## config.mk

```make
export PLATFORM = sky130hd
export DESIGN_NAME = rx_arp_parser_flat
export DESIGN_NICKNAME = d
export VERILOG_FILES = /design/src/rtl/rx_arp_parser_if.sv /design/src/rtl/rx_arp_parser.sv /design/src/flat_wrapper.sv
export SDC_FILE = /design/constraint.sdc
export NUM_CORES = 1
export LEC_CHECK = 0
export ABC_AREA = 1
export CAP_MARGIN = 10
export CORE_MARGIN = 5
export CORE_UTILIZATION = 50
export DETAILED_ROUTE_END_ITERATION = 12
export HOLD_SLACK_MARGIN = 0.15
export PLACE_DENSITY = 0.81
export SKIP_LAST_GASP = 1
export SYNTH_ARGS = -nofsm -noshare
export SYNTH_HDL_FRONTEND = slang
export SYNTH_SLANG_ARGS = --single-unit
export TNS_END_PERCENT = 100
```

## constraint.sdc

```tcl
create_clock -name CLK_125M -period 6.22 [get_ports CLK_125M]
set_input_delay 1.866 -clock CLK_125M [delete_from_list [all_inputs] [get_ports CLK_125M]]
set_output_delay 1.866 -clock CLK_125M [all_outputs]
set_load 0.01 [all_outputs]
```

## src/rtl/rx_arp_parser_if.sv

```systemverilog
`default_nettype none
// ============================================================================
// Module      : rx_arp_parser_if
// Description : RX byte-stream bundle feeding the ARP request detector.
//               RX_DATA  - frame byte
//               RX_VALID - RX_DATA valid this cycle (no backpressure)
//               RX_LAST  - final byte of the frame, qualified by RX_VALID
//               RX_ERR   - frame error, sampled on any valid beat
//               master drives the stream, slave consumes it.
// Revision    : 1.0 - initial release
// ============================================================================
interface rx_arp_parser_if;
    logic [7:0] RX_DATA;
    logic       RX_VALID;
    logic       RX_LAST;
    logic       RX_ERR;

    modport master (output RX_DATA, output RX_VALID, output RX_LAST, output RX_ERR);
    modport slave  (input  RX_DATA, input  RX_VALID, input  RX_LAST, input  RX_ERR);
endinterface
`default_nettype wire

```

## src/rtl/rx_arp_parser.sv

```systemverilog
`default_nettype none
// ============================================================================
// Module      : rx_arp_parser
// Description : Receive-side ARP request detector. Parses frames starting at
//               the destination MAC and, when a well-formed ARP request for
//               FPGA_IP arrives, latches the requester MAC/IP and pulses
//               TRIG_TX_ARP for one cycle after the last byte.
// Ports       : CLK_125M    - RX byte clock
//               SYS_RST     - synchronous active-high reset
//               rx          - RX byte stream (slave modport)
//               TRIG_TX_ARP - one-cycle pulse: request accepted
//               PC_MAC      - sender MAC of last accepted request
//               PC_IP       - sender IP of last accepted request
//               ARP_REQ_CNT - accepted request count (wraps)
// Revision    : 1.0 - initial release
// ============================================================================
module rx_arp_parser #(
    parameter logic [47:0] FPGA_MAC = 48'h00D0_0800_0002,
    parameter logic [31:0] FPGA_IP  = 32'hC0A8_006E
) (
    input  wire logic         CLK_125M,
    input  wire logic         SYS_RST,
    rx_arp_parser_if.slave    rx,
    output logic              TRIG_TX_ARP,
    output logic [47:0]       PC_MAC,
    output logic [31:0]       PC_IP,
    output logic [15:0]       ARP_REQ_CNT
);

    typedef enum logic [1:0] {
        IDLE  = 2'd0,
        PARSE = 2'd1,
        DRAIN = 2'd2
    } state_t;

    state_t      state;
    logic [5:0]  byte_cnt;
    logic        match;
    logic        err_seen;
    logic        dst_bc;       // destination bytes so far all 0xFF
    logic        dst_me;       // destination bytes so far equal FPGA_MAC
    logic [47:0] shadow_mac;
    logic [31:0] shadow_ip;
    logic [15:0] req_cnt;

    logic [7:0]  mac_byte;
    logic [7:0]  ip_byte;
    logic        bc_next;
    logic        me_next;
    logic        byte_ok;
    logic        match_now;
    logic        err_now;
    logic        accept;

    // Byte counter, match flag and destination flags are all returned to
    // their start-of-frame values at every frame end, so the IDLE byte is
    // simply index 0 with no special casing.
    always_comb begin
        mac_byte = 8'h00;
        case (byte_cnt)
            6'd0:    mac_byte = FPGA_MAC[47:40];
            6'd1:    mac_byte = FPGA_MAC[39:32];
            6'd2:    mac_byte = FPGA_MAC[31:24];
            6'd3:    mac_byte = FPGA_MAC[23:16];
            6'd4:    mac_byte = FPGA_MAC[15:8];
            6'd5:    mac_byte = FPGA_MAC[7:0];
            default: mac_byte = 8'h00;
        endcase

        ip_byte = 8'h00;
        case (byte_cnt)
            6'd38:   ip_byte = FPGA_IP[31:24];
            6'd39:   ip_byte = FPGA_IP[23:16];
            6'd40:   ip_byte = FPGA_IP[15:8];
            6'd41:   ip_byte = FPGA_IP[7:0];
            default: ip_byte = 8'h00;
        endcase

        bc_next = dst_bc && (rx.RX_DATA == 8'hFF);
        me_next = dst_me && (rx.RX_DATA == mac_byte);

        byte_ok = 1'b1;
        case (byte_cnt)
            6'd0, 6'd1, 6'd2,
            6'd3, 6'd4, 6'd5:    byte_ok = bc_next || me_next;
            6'd12:               byte_ok = (rx.RX_DATA == 8'h08);
            6'd13:               byte_ok = (rx.RX_DATA == 8'h06);
            6'd14:               byte_ok = (rx.RX_DATA == 8'h00);
            6'd15:               byte_ok = (rx.RX_DATA == 8'h01);
            6'd16:               byte_ok = (rx.RX_DATA == 8'h08);
            6'd17:               byte_ok = (rx.RX_DATA == 8'h00);
            6'd18:               byte_ok = (rx.RX_DATA == 8'h06);
            6'd19:               byte_ok = (rx.RX_DATA == 8'h04);
            6'd20:               byte_ok = (rx.RX_DATA == 8'h00);
            6'd21:               byte_ok = (rx.RX_DATA == 8'h01);
            6'd38, 6'd39,
            6'd40, 6'd41:        byte_ok = (rx.RX_DATA == ip_byte);
            default:             byte_ok = 1'b1;
        endcase

        match_now = match && byte_ok;
        err_now   = err_seen || rx.RX_ERR;
        // Sender fields sit at 22..31, so any last beat at index >= 41 has
        // already shifted the complete sender MAC/IP into the shadows.
        accept    = (state != DRAIN) && match_now && !err_now
                    && (byte_cnt >= 6'd41);
    end

    always_ff @(posedge CLK_125M) begin
        if (SYS_RST) begin
            state       <= IDLE;
            byte_cnt    <= 6'd0;
            match       <= 1'b1;
            err_seen    <= 1'b0;
            dst_bc      <= 1'b1;
            dst_me      <= 1'b1;
            shadow_mac  <= 48'd0;
            shadow_ip   <= 32'd0;
            req_cnt     <= 16'd0;
            TRIG_TX_ARP <= 1'b0;
            PC_MAC      <= 48'd0;
            PC_IP       <= 32'd0;
        end else begin
            TRIG_TX_ARP <= 1'b0;
            if (rx.RX_VALID) begin
                if (rx.RX_LAST) begin
                    if (accept) begin
                        TRIG_TX_ARP <= 1'b1;
                        PC_MAC      <= shadow_mac;
                        PC_IP       <= shadow_ip;
                        req_cnt     <= req_cnt + 16'd1;
                    end
                    state    <= IDLE;
                    byte_cnt <= 6'd0;
                    match    <= 1'b1;
                    err_seen <= 1'b0;
                    dst_bc   <= 1'b1;
                    dst_me   <= 1'b1;
                end else if (state != DRAIN) begin
                    if (byte_cnt >= 6'd22 && byte_cnt <= 6'd27)
                        shadow_mac <= {shadow_mac[39:0], rx.RX_DATA};
                    if (byte_cnt >= 6'd28 && byte_cnt <= 6'd31)
                        shadow_ip  <= {shadow_ip[23:0], rx.RX_DATA};

                    byte_cnt <= (byte_cnt == 6'd63) ? 6'd63 : byte_cnt + 6'd1;
                    match    <= match_now;
                    err_seen <= err_now;
                    dst_bc   <= bc_next;
                    dst_me   <= me_next;

                    // Byte 0 always enters PARSE; a failure seen there is
                    // carried in match/err_seen and diverts on the next beat.
                    if (state == PARSE && (!match_now || err_now))
                        state <= DRAIN;
                    else
                        state <= PARSE;
                end
            end
        end
    end

    assign ARP_REQ_CNT = req_cnt;

endmodule
`default_nettype wire
```

## src/flat_wrapper.sv

```systemverilog
// flat-port wrapper written by rule: the top's interface ports become plain ports
module rx_arp_parser_flat 
#(
    parameter logic [47:0] FPGA_MAC = 48'h00D0_0800_0002,
    parameter logic [31:0] FPGA_IP  = 32'hC0A8_006E
)
  (CLK_125M, SYS_RST, TRIG_TX_ARP, PC_MAC, PC_IP, ARP_REQ_CNT, rx_RX_DATA, rx_RX_VALID, rx_RX_LAST, rx_RX_ERR);
  rx_arp_parser_if rx_i ();
  input  wire logic CLK_125M;
  input  wire logic SYS_RST;
  output logic TRIG_TX_ARP;
  output logic [47:0] PC_MAC;
  output logic [31:0] PC_IP;
  output logic [15:0] ARP_REQ_CNT;
  input wire logic [$bits(rx_i.RX_DATA)-1:0] rx_RX_DATA;
  input wire logic [$bits(rx_i.RX_VALID)-1:0] rx_RX_VALID;
  input wire logic [$bits(rx_i.RX_LAST)-1:0] rx_RX_LAST;
  input wire logic [$bits(rx_i.RX_ERR)-1:0] rx_RX_ERR;
  assign rx_i.RX_DATA = rx_RX_DATA;
  assign rx_i.RX_VALID = rx_RX_VALID;
  assign rx_i.RX_LAST = rx_RX_LAST;
  assign rx_i.RX_ERR = rx_RX_ERR;
  rx_arp_parser #(.FPGA_MAC(FPGA_MAC), .FPGA_IP(FPGA_IP)) u_core (.CLK_125M(CLK_125M), .SYS_RST(SYS_RST), .rx(rx_i), .TRIG_TX_ARP(TRIG_TX_ARP), .PC_MAC(PC_MAC), .PC_IP(PC_IP), .ARP_REQ_CNT(ARP_REQ_CNT));
endmodule
```

==> metrics.txt <==
crit-path max FO=84; Synth Register Bits=189; Via Count=7324; skew final=0.00643 ns; mapped cell area=8030 um^2; status=complete, no violations; cells after synthesis=1189; Async SR Flop Fraction=0%; post-CTS setup buffers=0; Simple-Gate Fraction of Synth Area=32.0%; DRC viols=0; number of synthesized flops with an enable pin=0; Synthesis Warnings=0; slew of the pin with the lowest slew margin=0.808 ns; slowest cell delay on critical path=0.83 ns; Final Slew Violations=0; Final HPWL DP=12.2 mm; core area=15800 um^2; Finished Cell Area=9850 um^2; most frequent cells after synthesis=nor2_1 (343), nand2_1 (238), dfxtp_1 (189); wl on met1=9.11 mm; Mapped Nets=1208; area added between synthesis and finish=22.7%; combinational family with the most area after synthesis=simple AND/OR/NAND/NOR gates; clock root buffer master=clkbuf_16; Non-Filler Instances=1500; maxcap violations=0; Yosys top cell by area=dfxtp_1; worst skew pair latency=0.43 ns; Overflow after GRT=0; first-pass GRT wire length=30.7 mm; DRT antenna net count=0; Leakage=0.00465 uW; vias in the first global route=6458; Vias/cell=4.88; Hold Path Class=flip-flop to flip-flop; CP max stage cell=clkdlybuf4s50_1; Placed Cells incl. Taps=1468; slew margin rel.=45.9%; Distinct cells, synth=33; minimum clock period after layout=4.11 ns; Worst VDD drop=0.181 mV; die footprint=18700 um^2; # port buffers=109; max layer used=met4; share of layout cells above drive strength 1=4.28%; initial antenna violation count=0; H-tree Lvls=4; Setup violations, final=0; xor/xnor share of the synthesized area=0.327%; die width=137 um; clk sink count=189; Adder-Cell Fraction of Synth Area=0.935%; final worst-path cycle share=66.1%; row count=46; Final Hold Viols=0; ys flop type=dfxtp_1; IO Count=110; DRT Pass-1 Iters=5; Synth Area in Compound Gates=9.13%; cts hold-fix bufs=0; top-count cell post-synth=nor2_1; DR WL met2=8.34 mm; Synth top area share=47.1%; CP cell instances=clkdlybuf4s50_1 > inv_4 > buf_4 > o21ai_0 > a21oi_1; ANT cells=0; Starting Density=50.7%; met3 WL=988 um; post-CTS sizing=0; clock-pin slew on the worst setup and hold paths=0.06 ns; Die Y=137 um; pin count of the biggest net entering global routing=169; Placer Congestion=0.917; dpl cell area=9240 um^2; critical path class=input pin to flip-flop; clk buf depth=2; Critical Path Start Type=input pin; Routed WL=18.7 mm; Hold Worst Slack=0.468 ns; Worst EP arrival=4.46 ns; CP Capture Type=flip-flop; unrepaired setup endpoints after global routing=no; register area share after synthesis=47.1%; post-layout net count=1290; Initial DRC Count=770; post-route setup TNS=0 ns; CTS tree=done; leading post-synthesis cells by cell area=dfxtp_1 (47%), nor2_1 (16%), nand2_1 (11%); mux contribution to synthesized area=0%; Num CTS Buffers=17; Worst EP required=6.56 ns; upper clock frequency limit=243 MHz; Avg WL per Cell=12.5 um; total power=2400 uW; average cell area after synthesis=6.75 um^2; Filler cells=1445; total track usage=20.0%; Pwr Density=244 nW/um^2
## cell type report
class | count | area [um^2] | area share [%]
sequential | 189 | 3780 | 38.4
timing repair buffer | 121 | 1210 | 12.2
multi-input combinational | 793 | 3410 | 34.7
inverter | 149 | 562 | 5.70
clock buffer | 21 | 480 | 4.88
tap | 216 | 270 | 2.74
clock inverter | 11 | 136 | 1.38
## power breakdown
| group | switching (uW) | internal (uW) |
|---|---|---|
| clock | 472 | 639 |
| sequential | 1.51 | 1210 |
| combinational | 51.8 | 24.5 |
| total | 525 | 1880 |
## final timing paths
check	startpoint	endpoint	slack [ns]	depth (start not counted)
worst max-delay path	SYS_RST	u_core.shadow_ip[3]$_SDFFE_PP0P_	2.11	5
worst min-delay path	u_core.match$_SDFFE_PP1P_	u_core.match$_SDFFE_PP1P_	0.47	2
worst max register to register	u_core.byte_cnt[1]$_SDFFE_PP0P_	u_core.PC_MAC[12]$_SDFFE_PP0P_	3.06	15
worst min register to register	u_core.match$_SDFFE_PP1P_	u_core.match$_SDFFE_PP1P_	0.47	2
## placed cells by master (no fill, tap or decap), types with 3 or more instances in the layout
master,Yosys,layout
a21oi_1,23,23
buf_4,2,10
clkbuf_16,0,17
clkbuf_8,0,4
clkdlybuf4s50_1,0,109
clkinv_4,0,4
dfxtp_1,189,189
ha_1,6,6
inv_1,146,145
inv_2,3,3
nand2_1,238,238
nand3_1,34,34
nand4_1,16,16
nor2_1,343,343
nor3_1,7,7
nor4_1,3,3
o21ai_0,91,91
o21bai_1,11,11
xor2_1,3,3
## metrics by stage
stage               utilization [%]  setup slack, ns
detailed placement             58.4             1.78
global placement               58.4             1.67
finish                         62.3             2.11
global route                   62.3             1.98
floorplan                         -             2.77
CTS                            62.3             2.21
## kinds of logic after synthesis
logic type,after synthesis
flip-flops,189
XOR/XNOR,3
adder cells (fa/ha/maj),6
AO/OA/AOI/OAI,135
AND/OR/NAND/NOR,649
buffers and inverters,207
## worst max-delay path: cells and delay by family
kind / cells / cell delay [ns]
AOI/OAI and AO/OA: 2 / 0.46
buffers and inverters: 3 / 2.05
## per-layer routing
| layer | GRT usage (%) | up-vias |
|---|---|---|
| li1 | - | 3802 |
| met1 | 28.2 | 3325 |
| met2 | 30.9 | 175 |
| met3 | 4.19 | 22 |
| met4 | 6.27 | 0 |
| met5 | 0 | - |
## state kept, by name, summed over array words and instances, names as in the netlist
register,cells
u_core.dst_bc,1
u_core.ARP_REQ_CNT,16
u_core.byte_cnt,6
u_core.dst_me,1
u_core.shadow_mac,48
u_core.shadow_ip,32
u_core.TRIG_TX_ARP,1
u_core.match,1
u_core.state,2
u_core.PC_MAC,48
u_core.PC_IP,32
u_core.err_seen,1
Power figures use the tool's default switching activity.
